File: src/rtl/svm_pkg.sv
// Shared types for the hw_svm feature loader: default word width, signed feature word
// type and the loader FSM state encoding.
// Imported by svm_fifo and svm_feature_loader.
package svm_pkg;

  localparam int FEAT_W_DEF = 32;
  localparam int VEC_CNT_W  = 16;

  typedef logic signed [FEAT_W_DEF-1:0] feat_t;

  typedef enum logic {
    FILL       = 1'b0,
    WAIT_LABEL = 1'b1
  } loader_state_t;

endpackage : svm_pkg

File: src/rtl/svm_fifo.sv
// First-word-fall-through FIFO: head word is presented from the storage registers as soon
// as it is written (visible the cycle after the push edge, never bypassed).
// Pushes while full and pops while empty are ignored; the head reads as zero when empty.
import svm_pkg::*;

module svm_fifo #(
  parameter int  DEPTH = 16,
  parameter type T     = feat_t
) (
  input  logic clk,
  input  logic rst,
  input  logic push_i,
  input  T     wr_data_i,
  input  logic pop_i,
  output T     rd_data_o,
  output logic full_o,
  output logic empty_o
);

  localparam int AW = (DEPTH > 1) ? $clog2(DEPTH) : 1;

  T               mem_q [DEPTH];
  logic [AW-1:0]  wr_ptr_q, wr_ptr_d;
  logic [AW-1:0]  rd_ptr_q, rd_ptr_d;
  logic [AW:0]    count_q, count_d;
  logic           do_push, do_pop;

  assign full_o    = (count_q == (AW+1)'(DEPTH));
  assign empty_o   = (count_q == '0);
  assign do_push   = push_i && !full_o;
  assign do_pop    = pop_i && !empty_o;
  assign rd_data_o = empty_o ? '0 : mem_q[rd_ptr_q];

  // Next-state pointers and occupancy; pointers wrap naturally because DEPTH is a power of 2.
  always_comb begin
    wr_ptr_d = wr_ptr_q;
    rd_ptr_d = rd_ptr_q;
    count_d  = count_q;
    if (do_push) wr_ptr_d = wr_ptr_q + AW'(1);
    if (do_pop)  rd_ptr_d = rd_ptr_q + AW'(1);
    case ({do_push, do_pop})
      2'b10:   count_d = count_q + (AW+1)'(1);
      2'b01:   count_d = count_q - (AW+1)'(1);
      default: count_d = count_q;
    endcase
  end

  // Pointer and occupancy registers; reset flushes every buffered word.
  always_ff @(posedge clk or posedge rst) begin
    if (rst) begin
      wr_ptr_q <= '0;
      rd_ptr_q <= '0;
      count_q  <= '0;
    end else begin
      wr_ptr_q <= wr_ptr_d;
      rd_ptr_q <= rd_ptr_d;
      count_q  <= count_d;
    end
  end

  // Storage array; contents need no reset because occupancy gates every read.
  always_ff @(posedge clk) begin
    if (do_push) mem_q[wr_ptr_q] <= wr_data_i;
  end

endmodule : svm_fifo

File: src/rtl/svm_feature_loader.sv
// Frames buffered host feature words into N_FEAT-word vectors for hw_svm and holds off
// after each vector until hw_svm's label handshake completes (one vector in flight).
// Optional input scaler enabled by defining SVM_FEAT_SCALE_EN (arithmetic >>> SHIFT).
import svm_pkg::*;

module svm_feature_loader #(
  parameter int FEAT_W = FEAT_W_DEF,
  parameter int N_FEAT = 8,
  parameter int DEPTH  = 16,
  parameter int SHIFT  = 0
) (
  input  logic                     clk,
  input  logic                     rst,
  input  logic signed [FEAT_W-1:0] in_data,
  input  logic                     in_valid,
  output logic                     in_ready,
  output logic signed [FEAT_W-1:0] test,
  output logic                     test_valid,
  input  logic                     test_ready,
  input  logic                     label_valid,
  input  logic                     label_ready,
  output logic [VEC_CNT_W-1:0]     vec_count,
  output logic                     proto_err
);

  typedef logic signed [FEAT_W-1:0] word_t;

  localparam int CW = (N_FEAT > 1) ? $clog2(N_FEAT) : 1;

`ifdef SVM_FEAT_SCALE_EN
  localparam bit SCALE_EN = 1'b1;
`else
  localparam bit SCALE_EN = 1'b0;
`endif
  // With scaling off the shift amount collapses to zero, so the word passes through untouched.
  localparam int SHAMT = SCALE_EN ? SHIFT : 0;

  loader_state_t   state_q;
  logic [CW-1:0]   feat_cnt_q;
  logic [VEC_CNT_W-1:0] vec_count_q;
  logic            proto_err_q;

  word_t           wr_word;
  word_t           head_word;
  logic            fifo_full;
  logic            fifo_empty;
  logic            push;
  logic            pop;
  logic            label_hs;

  assign wr_word    = in_data >>> SHAMT;
  assign in_ready   = !fifo_full;
  assign push       = in_valid && in_ready;
  assign test_valid = (state_q == FILL) && !fifo_empty;
  assign pop        = test_valid && test_ready;
  assign label_hs   = label_valid && label_ready;
  assign test       = head_word;
  assign vec_count  = vec_count_q;
  assign proto_err  = proto_err_q;

  svm_fifo #(
    .DEPTH (DEPTH),
    .T     (word_t)
  ) u_fifo (
    .clk       (clk),
    .rst       (rst),
    .push_i    (push),
    .wr_data_i (wr_word),
    .pop_i     (pop),
    .rd_data_o (head_word),
    .full_o    (fifo_full),
    .empty_o   (fifo_empty)
  );

  // Vector framing FSM: count pops in FILL, park in WAIT_LABEL until the label handshake.
  always_ff @(posedge clk or posedge rst) begin
    if (rst) begin
      state_q     <= FILL;
      feat_cnt_q  <= '0;
      vec_count_q <= '0;
      proto_err_q <= 1'b0;
    end else begin
      case (state_q)
        FILL: begin
          // A label handshake here means hw_svm answered a vector we never finished.
          if (label_hs) proto_err_q <= 1'b1;
          if (pop) begin
            if (feat_cnt_q == CW'(N_FEAT - 1)) begin
              feat_cnt_q <= '0;
              state_q    <= WAIT_LABEL;
            end else begin
              feat_cnt_q <= feat_cnt_q + CW'(1);
            end
          end
        end
        WAIT_LABEL: begin
          if (label_hs) begin
            vec_count_q <= vec_count_q + VEC_CNT_W'(1);
            state_q     <= FILL;
          end
        end
        default: state_q <= FILL;
      endcase
    end
  end

endmodule : svm_feature_loader

File: config.mk
export PLATFORM = sky130hd
export DESIGN_NAME = svm_feature_loader
export DESIGN_NICKNAME = d
export VERILOG_FILES = /design/src/rtl/svm_pkg.sv /design/src/rtl/svm_fifo.sv /design/src/rtl/svm_feature_loader.sv
export SDC_FILE = /design/constraint.sdc
export NUM_CORES = 1
export LEC_CHECK = 0
export CAP_MARGIN = 20
export CORE_UTILIZATION = 55
export CTS_BUF_LIST = sky130_fd_sc_hd__clkbuf_8 sky130_fd_sc_hd__clkbuf_16
export CTS_CLUSTER_DIAMETER = 120
export DETAILED_ROUTE_END_ITERATION = 7
export PLACE_DENSITY_LB_ADDON = 0.25
export SLEW_MARGIN = 30
export SYNTH_ARGS = -nofsm -noshare
export SYNTH_HDL_FRONTEND = slang
export SYNTH_SLANG_ARGS = --single-unit
File: constraint.sdc
create_clock -name clk -period 6.2 [get_ports clk]
set_clock_uncertainty 0.15 [all_clocks]
set_input_delay 0.62 -clock clk [delete_from_list [all_inputs] [get_ports clk]]
set_output_delay 0.62 -clock clk [all_outputs]
set_load 0.01 [all_outputs]
==> impl_metrics.yaml, run 1 <==
worst_setup_path:
  critPathMaxFanout: 58
  critical_path_class: "flip-flop to primary output"
  worst_ep_arrival_time_ns: 3.72
  r2r_cells: 5
  start_kind: "flip-flop"
  end_kind: "primary output"
  rr_startpoint: "u_fifo.count_q[1]"
  crit_path_end: "test[18]"
  rrSetupSlack_ns: 2.83
  required_ns: 5.43
  rr_endpoint: "u_fifo.mem_q[12][28]"
  critPathLaunch: "u_fifo.rd_ptr_q[2]"
placed_design:
  dpl.hpwl_um: 23100
  place_congestion: 0.734
  pre_cts_slack_ns: 2.33
  port_buffers: 88
logic_synthesis:
  syn_inst: 961
  syn_area_mm2: 0.0212
  ys_seq_area_share_pct: 76.4
  synth-main-ff-cell: "edfxtp_1"
  syn_nets: 1011
  synth.distinct_cells: 47
  yosys_warnings: 0
  yosysTopAreaCellShare_pct: 72.4
  postSynthAreaPerCell_um2: 22.1
  synth-seq-cells: 546
  synth_edf_count: 512
  synth_area_leaders: "edfxtp_1 72%, mux4_2 14%, dfrtp_1 4.0%"
  async_flop_share_pct: 6.23
  synth_top_cell_by_area: "edfxtp_1"
power:
  leakagePower_uw: 0.00796
  p_per_area_mw_per_mm2: 462
  power.total_uw: 11400
  vdd_drop_max_uv: 300
clocking:
  cts_root_buf: "clkbuf_16"
  clkLatencyLatePin_ns: 0.58
  cts.clk_slew.worst_paths_ns: 0.06
  post_cts_resized: 0
  cts_max_path_buffers: 3
  h-tree-depth: 2
  cts_hold_repair.buffers: 0
  cts_tree: "yes"
  cts_buffers: 54
  clkSinkCount: 546
  cts_setup_buffers: 0
grt:
  grt_antenna_before_repair: 0
  grt_pass1_wl_um: 64200
  grt_use_total_pct: 22.8
  grt_pass1_vias: 10400
  overflow: 0
  grt_max_degree: 59
floorplanning:
  die_area_mm2: 0.0394
  die_w_um: 198
  rows: 71
  core_area_mm2: 0.0378
  die_h_um: 198
  io-pin-count: 89
  initial_core_util_pct: 56.1
detailed_routing:
  ant_nets: 0
  drt_pre_antenna_iters: 5
  drcViolationCount: 0
  vias: 9987
  vias_per_cell: 6.08
  avgRoutedWirePerCell_um: 26.1
  drtIter0Drc: 640
  routed_wl_um: 42900
job:
  drv_cap: 0
outcome:
  status: "complete, no violations"
worst_hold_path:
  hold_path_class: "primary input to async pin"
timing:
  rsz0062_at_grt: "no"
  holdWs_ns: 0.296
  fin_crit_sh_pct: 72.5
  period_needed_ns: 4.49
  finalSetupViolCount: 0
  hold_violations: 0
  worst_pin_slew_ns: 0.974
  slew_headroom_pct: 35.1
  finalMaxSlewViolations: 0
  worst_slack_ns: 1.71
  timing.fmax_ghz: 0.223
  fin_tns_setup_ns: 0
final_layout:
  final_layout_size_suffix_gt1_share_pct: 26.3
  antenna_cells: 0
  fin_util_pct: 65.1
  nets: 1138
  syn2layout_area_growth_pct: 16.1
[cells in the final DEF, fill, tap and decap left out, types with 6 or more instances in the layout]
| cell | n |
|---|---|
| xor2_1 | 7 |
| nand2_1 | 23 |
| nor2_4 | 14 |
| mux2_2 | 34 |
| dfrtp_1 | 31 |
| nor2b_1 | 32 |
| edfxtp_1 | 512 |
| bufinv_16 | 9 |
| a221o_1 | 32 |
| nand3_1 | 7 |
| nor2_1 | 6 |
| ha_1 | 12 |
| buf_4 | 30 |
| clkinv_1 | 11 |
| mux4_2 | 128 |
| nand4_1 | 6 |
| inv_1 | 19 |
| clkdlybuf4s50_1 | 88 |
| clkinv_2 | 11 |
| xnor2_1 | 19 |
| clkbuf_16 | 54 |
[where the power goes]
part / switching [µW] / internal [µW]
clock network: 1330 / 1950
logic: 1520 / 1750
registers: 372 / 4450
[layout make-up]
class / instances / area, µm²
clock buffer: 54 / 1350
clock inverter: 45 / 444
fill: 2541 / 13200
inverter: 10 / 37.5
multi-input combinational: 357 / 4810
sequential: 546 / 16200
tap: 511 / 639
timing repair buffer: 119 / 1130
[worst max-delay path: stages, from the launching register on]
cell	delay [ns]
dfrtp_4	1.04
buf_4	0.53
mux4_2	0.36
mux2_2	0.27
a221o_1	0.36
clkdlybuf4s50_1	0.50
[sequential cells by signal, indices dropped and copies added, names as in the netlist]
name and flops:
u_fifo.mem_q 512, u_fifo.wr_ptr_q 4, vec_count 16, state_q 1, proto_err 1, feat_cnt_q 3
u_fifo.rd_ptr_q 4, u_fifo.count_q 5
[worst min-delay path by stage]
stage                     cells past startpoint            end  slack, ns
after floorplan                               2  feat_cnt_q[1]       0.30
after global placement                        1  vec_count[15]       0.31
after detailed placement                      1  vec_count[15]       0.31
after CTS                                     3  vec_count[11]       0.30
after global routing                          3   vec_count[6]       0.33
final                                         3  vec_count[11]       0.30
[kinds of logic after synthesis]
| group | synth area share [%] |
|---|---|
| xor+xnor | 1.07 |
| mux | 15.4 |
| buf+inv | 1.51 |
| simple gates | 2.75 |
| flops | 76.4 |
| fa+ha+maj | 0.707 |
| compound gates | 2.15 |
[synth_stat cells, types with 7 or more instances]
master and count:
inv_1 9, nor2b_1 32, mux2_2 34, a221o_1 32, mux4_2 128, edfxtp_1 512
ha_1 12, nor2_1 19, nand3_1 7, xor2_1 7, dfrtp_1 34, nand2_1 23
buf_1 9, xnor2_1 19, buf_2 19, clkbuf_1 13
[per-stage QoR]
| step | cell area [µm²] | std cells |
|---|---|---|
| detailed placement | 22800 | 1543 |
| CTS | 24600 | 1642 |
| global route | 24600 | 1642 |
| finish | 24600 | 1642 |
| floorplan | 21200 | 961 |
| global placement | 22800 | 1543 |
[per-layer routing]
layer  vias to the layer above  part of all wire, %  global-route usage (%)
met5                         -                    0                       0
met4                         0                  2.0                    6.70
met3                        58                  5.7                    3.53
met2                       346                   50                    37.6
met1                      5313                   42                    31.9
li1                       4270                    -                       -
No activity file was read; power rests on OpenSTA's default activity.
==> run 2, diff against run 1 <==
--- a/config.mk
+++ b/config.mk
@@ -6,7 +6,7 @@
 export NUM_CORES = 1
 export LEC_CHECK = 0
 export CAP_MARGIN = 20
-export CORE_UTILIZATION = 55
+export CORE_UTILIZATION = 54
 export CTS_BUF_LIST = sky130_fd_sc_hd__clkbuf_8 sky130_fd_sc_hd__clkbuf_16
 export CTS_CLUSTER_DIAMETER = 120
 export DETAILED_ROUTE_END_ITERATION = 7
==> constraint.sdc (replaced) <==
create_clock -name clk -period 4.12 [get_ports clk]
set_clock_uncertainty 0.15 [all_clocks]
set_input_delay 0.412 -clock clk [delete_from_list [all_inputs] [get_ports clk]]
set_output_delay 0.412 -clock clk [all_outputs]
set_load 0.01 [all_outputs]
==> run 2 against run 1 <==
Wire length grew 0.35%. Worst hold slack lost 0.27 ns. Final area grew 0.78%. Critical endpoint is now test[9]. Clock power grew 42%. Largest cell class unchanged. Via count grew 0.46%. Count of clock-buffer cells in the layout grew 2.
==> impl_metrics.yaml, run 2 (synthesis results as in run 1) <==
worst_setup_path:
  rr_startpoint: "u_fifo.count_q[1]"
  r2r_cells: 9
  critical_path_class: "flip-flop to primary output"
  critPathMaxFanout: 15
  rr_endpoint: "u_fifo.count_q[4]"
  end_kind: "primary output"
  rrSetupSlack_ns: 0.92
  required_ns: 3.56
  critPathLaunch: "u_fifo.rd_ptr_q[1]"
  worst_ep_arrival_time_ns: 3.29
  start_kind: "flip-flop"
power:
  vdd_drop_max_uv: 433
  p_per_area_mw_per_mm2: 684
  leakagePower_uw: 0.00806
detailed_routing:
  avgRoutedWirePerCell_um: 25.9
  drcViolationCount: 0
  wirelength_met1_um: 18200
  ant_nets: 0
  met2_length_um: 21500
  drt_pre_antenna_iters: 5
  wl_met3_um: 2490
  vias_per_cell: 6.03
  routed_wl_um: 43000
  drtIter0Drc: 766
  highest_layer: "met5"
  vias: 10000
timing:
  period_needed_ns: 3.86
  timing.fmax_ghz: 0.259
  fin_tns_setup_ns: 0
  hold_violations: 0
  fin_crit_sh_pct: 93.6
  finalMaxSlewViolations: 0
  holdWs_ns: 0.0296
  rsz0062_at_grt: "no"
  finalSetupViolCount: 0
  worst_pin_slew_ns: 0.675
  slew_headroom_pct: 54.9
clocking:
  h-tree-depth: 2
  cts_setup_buffers: 0
  cts_hold_repair.buffers: 0
  cts.clk_slew.worst_paths_ns: 0.06
  cts_root_buf: "clkbuf_16"
  clkLatencyLatePin_ns: 0.59
  cts_buffers: 54
  cts_tree: "yes"
  post_cts_resized: 0
  cts_max_path_buffers: 3
  clkSinkCount: 546
grt:
  grt_use_total_pct: 22.2
  grt_antenna_before_repair: 1
  grt_pass1_vias: 10500
  grt_pass1_wl_um: 65700
  grt_max_degree: 63
  overflow: 0
final_layout:
  nets: 1153
  largest_reg_flops: 512
  final_layout_size_suffix_gt1_share_pct: 26.9
  mostFrequentLayoutCell: "edfxtp_1"
  antenna_cells: 0
  fill_cells: 2578
  final_cell_mix: "512 x edfxtp_1, 128 x mux4_2, 88 x clkdlybuf4s50_1"
  top_register: "u_fifo.mem_q"
  syn2layout_area_growth_pct: 17.0
placed_design:
  port_buffers: 88
  place_congestion: 0.717
  dpl.hpwl_um: 24200
floorplanning:
  die_h_um: 200
  io-pin-count: 89
  die_w_um: 200
  rows: 72
  initial_core_util_pct: 54.8
  core_area_mm2: 0.0387
  die_area_mm2: 0.0401
worst_hold_path:
  hold_path_class: "primary input to async pin"
job:
  drv_cap: 0
outcome:
  status: "complete, no violations"
## run 2: cell count changes in the layout (fill, tap and decap cells not counted), sizes merged
cell,before,now
inv,20,25
bufinv,9,4
buf,31,46
clkbuf,54,56
clkinv,24,21
## run 2: worst max-delay path by stage
stage	to	slack, ns	cells after the start
5_1_grt	test[9]	0.11	5
4_1_cts	test[12]	0.009	5
2_1_floorplan	u_fifo.mem_q[3][0]	0.07	4
3_5_place_dp	test[12]	0.64	5
3_3_place_gp	test[12]	0.68	5
6_report	test[9]	0.26	5
## run 2: metrics by stage
stage	std cells	power [µW]	setup slack, ns	utilization, %	cell area, µm²
after floorplan	961	10500	0.0700	-	21200
after global placement	1564	12400	0.676	59.7	23100
after detailed placement	1564	12400	0.644	59.7	23100
after CTS	1662	17100	0.00887	64.0	24800
after global routing	1663	17700	0.105	64.1	24800
final	1663	17000	0.264	64.1	24800
## run 2: critical path, stage by stage, from the launching register on
cell and delay, ns:
dfrtp_4 0.68, buf_4 0.37, mux4_2 0.54, mux2_2 0.28, a221o_1 0.34, clkdlybuf4s50_1 0.50
## run 2: where the power goes
part           leakage, µW  internal (µW)  total [µW]  switching (µW)
clock             0.000880           2680        4660            1980
sequential         0.00504           6690        7070             377
combinational      0.00214           2750        5250            2490
total              0.00806          12100       17000            4850
## run 2: final cells by class
class	count	area, µm²	area share, %
Multi-Input combinational cell	357	4810	19.4
Clock inverter	42	307	1.23
Timing Repair Buffer	134	1410	5.67
Sequential cell	546	16200	65.4
Tap cell	518	648	2.61
Clock buffer	56	1390	5.60
Inverter	10	37.5	0.151
## run 2: layer usage
metal  vias to the layer above  GRT usage, %
li1                       4298             -
met3                        56          3.99
met5                         -             0
met2                       350          36.2
met1                      5327          31.2
met4                         2          5.97
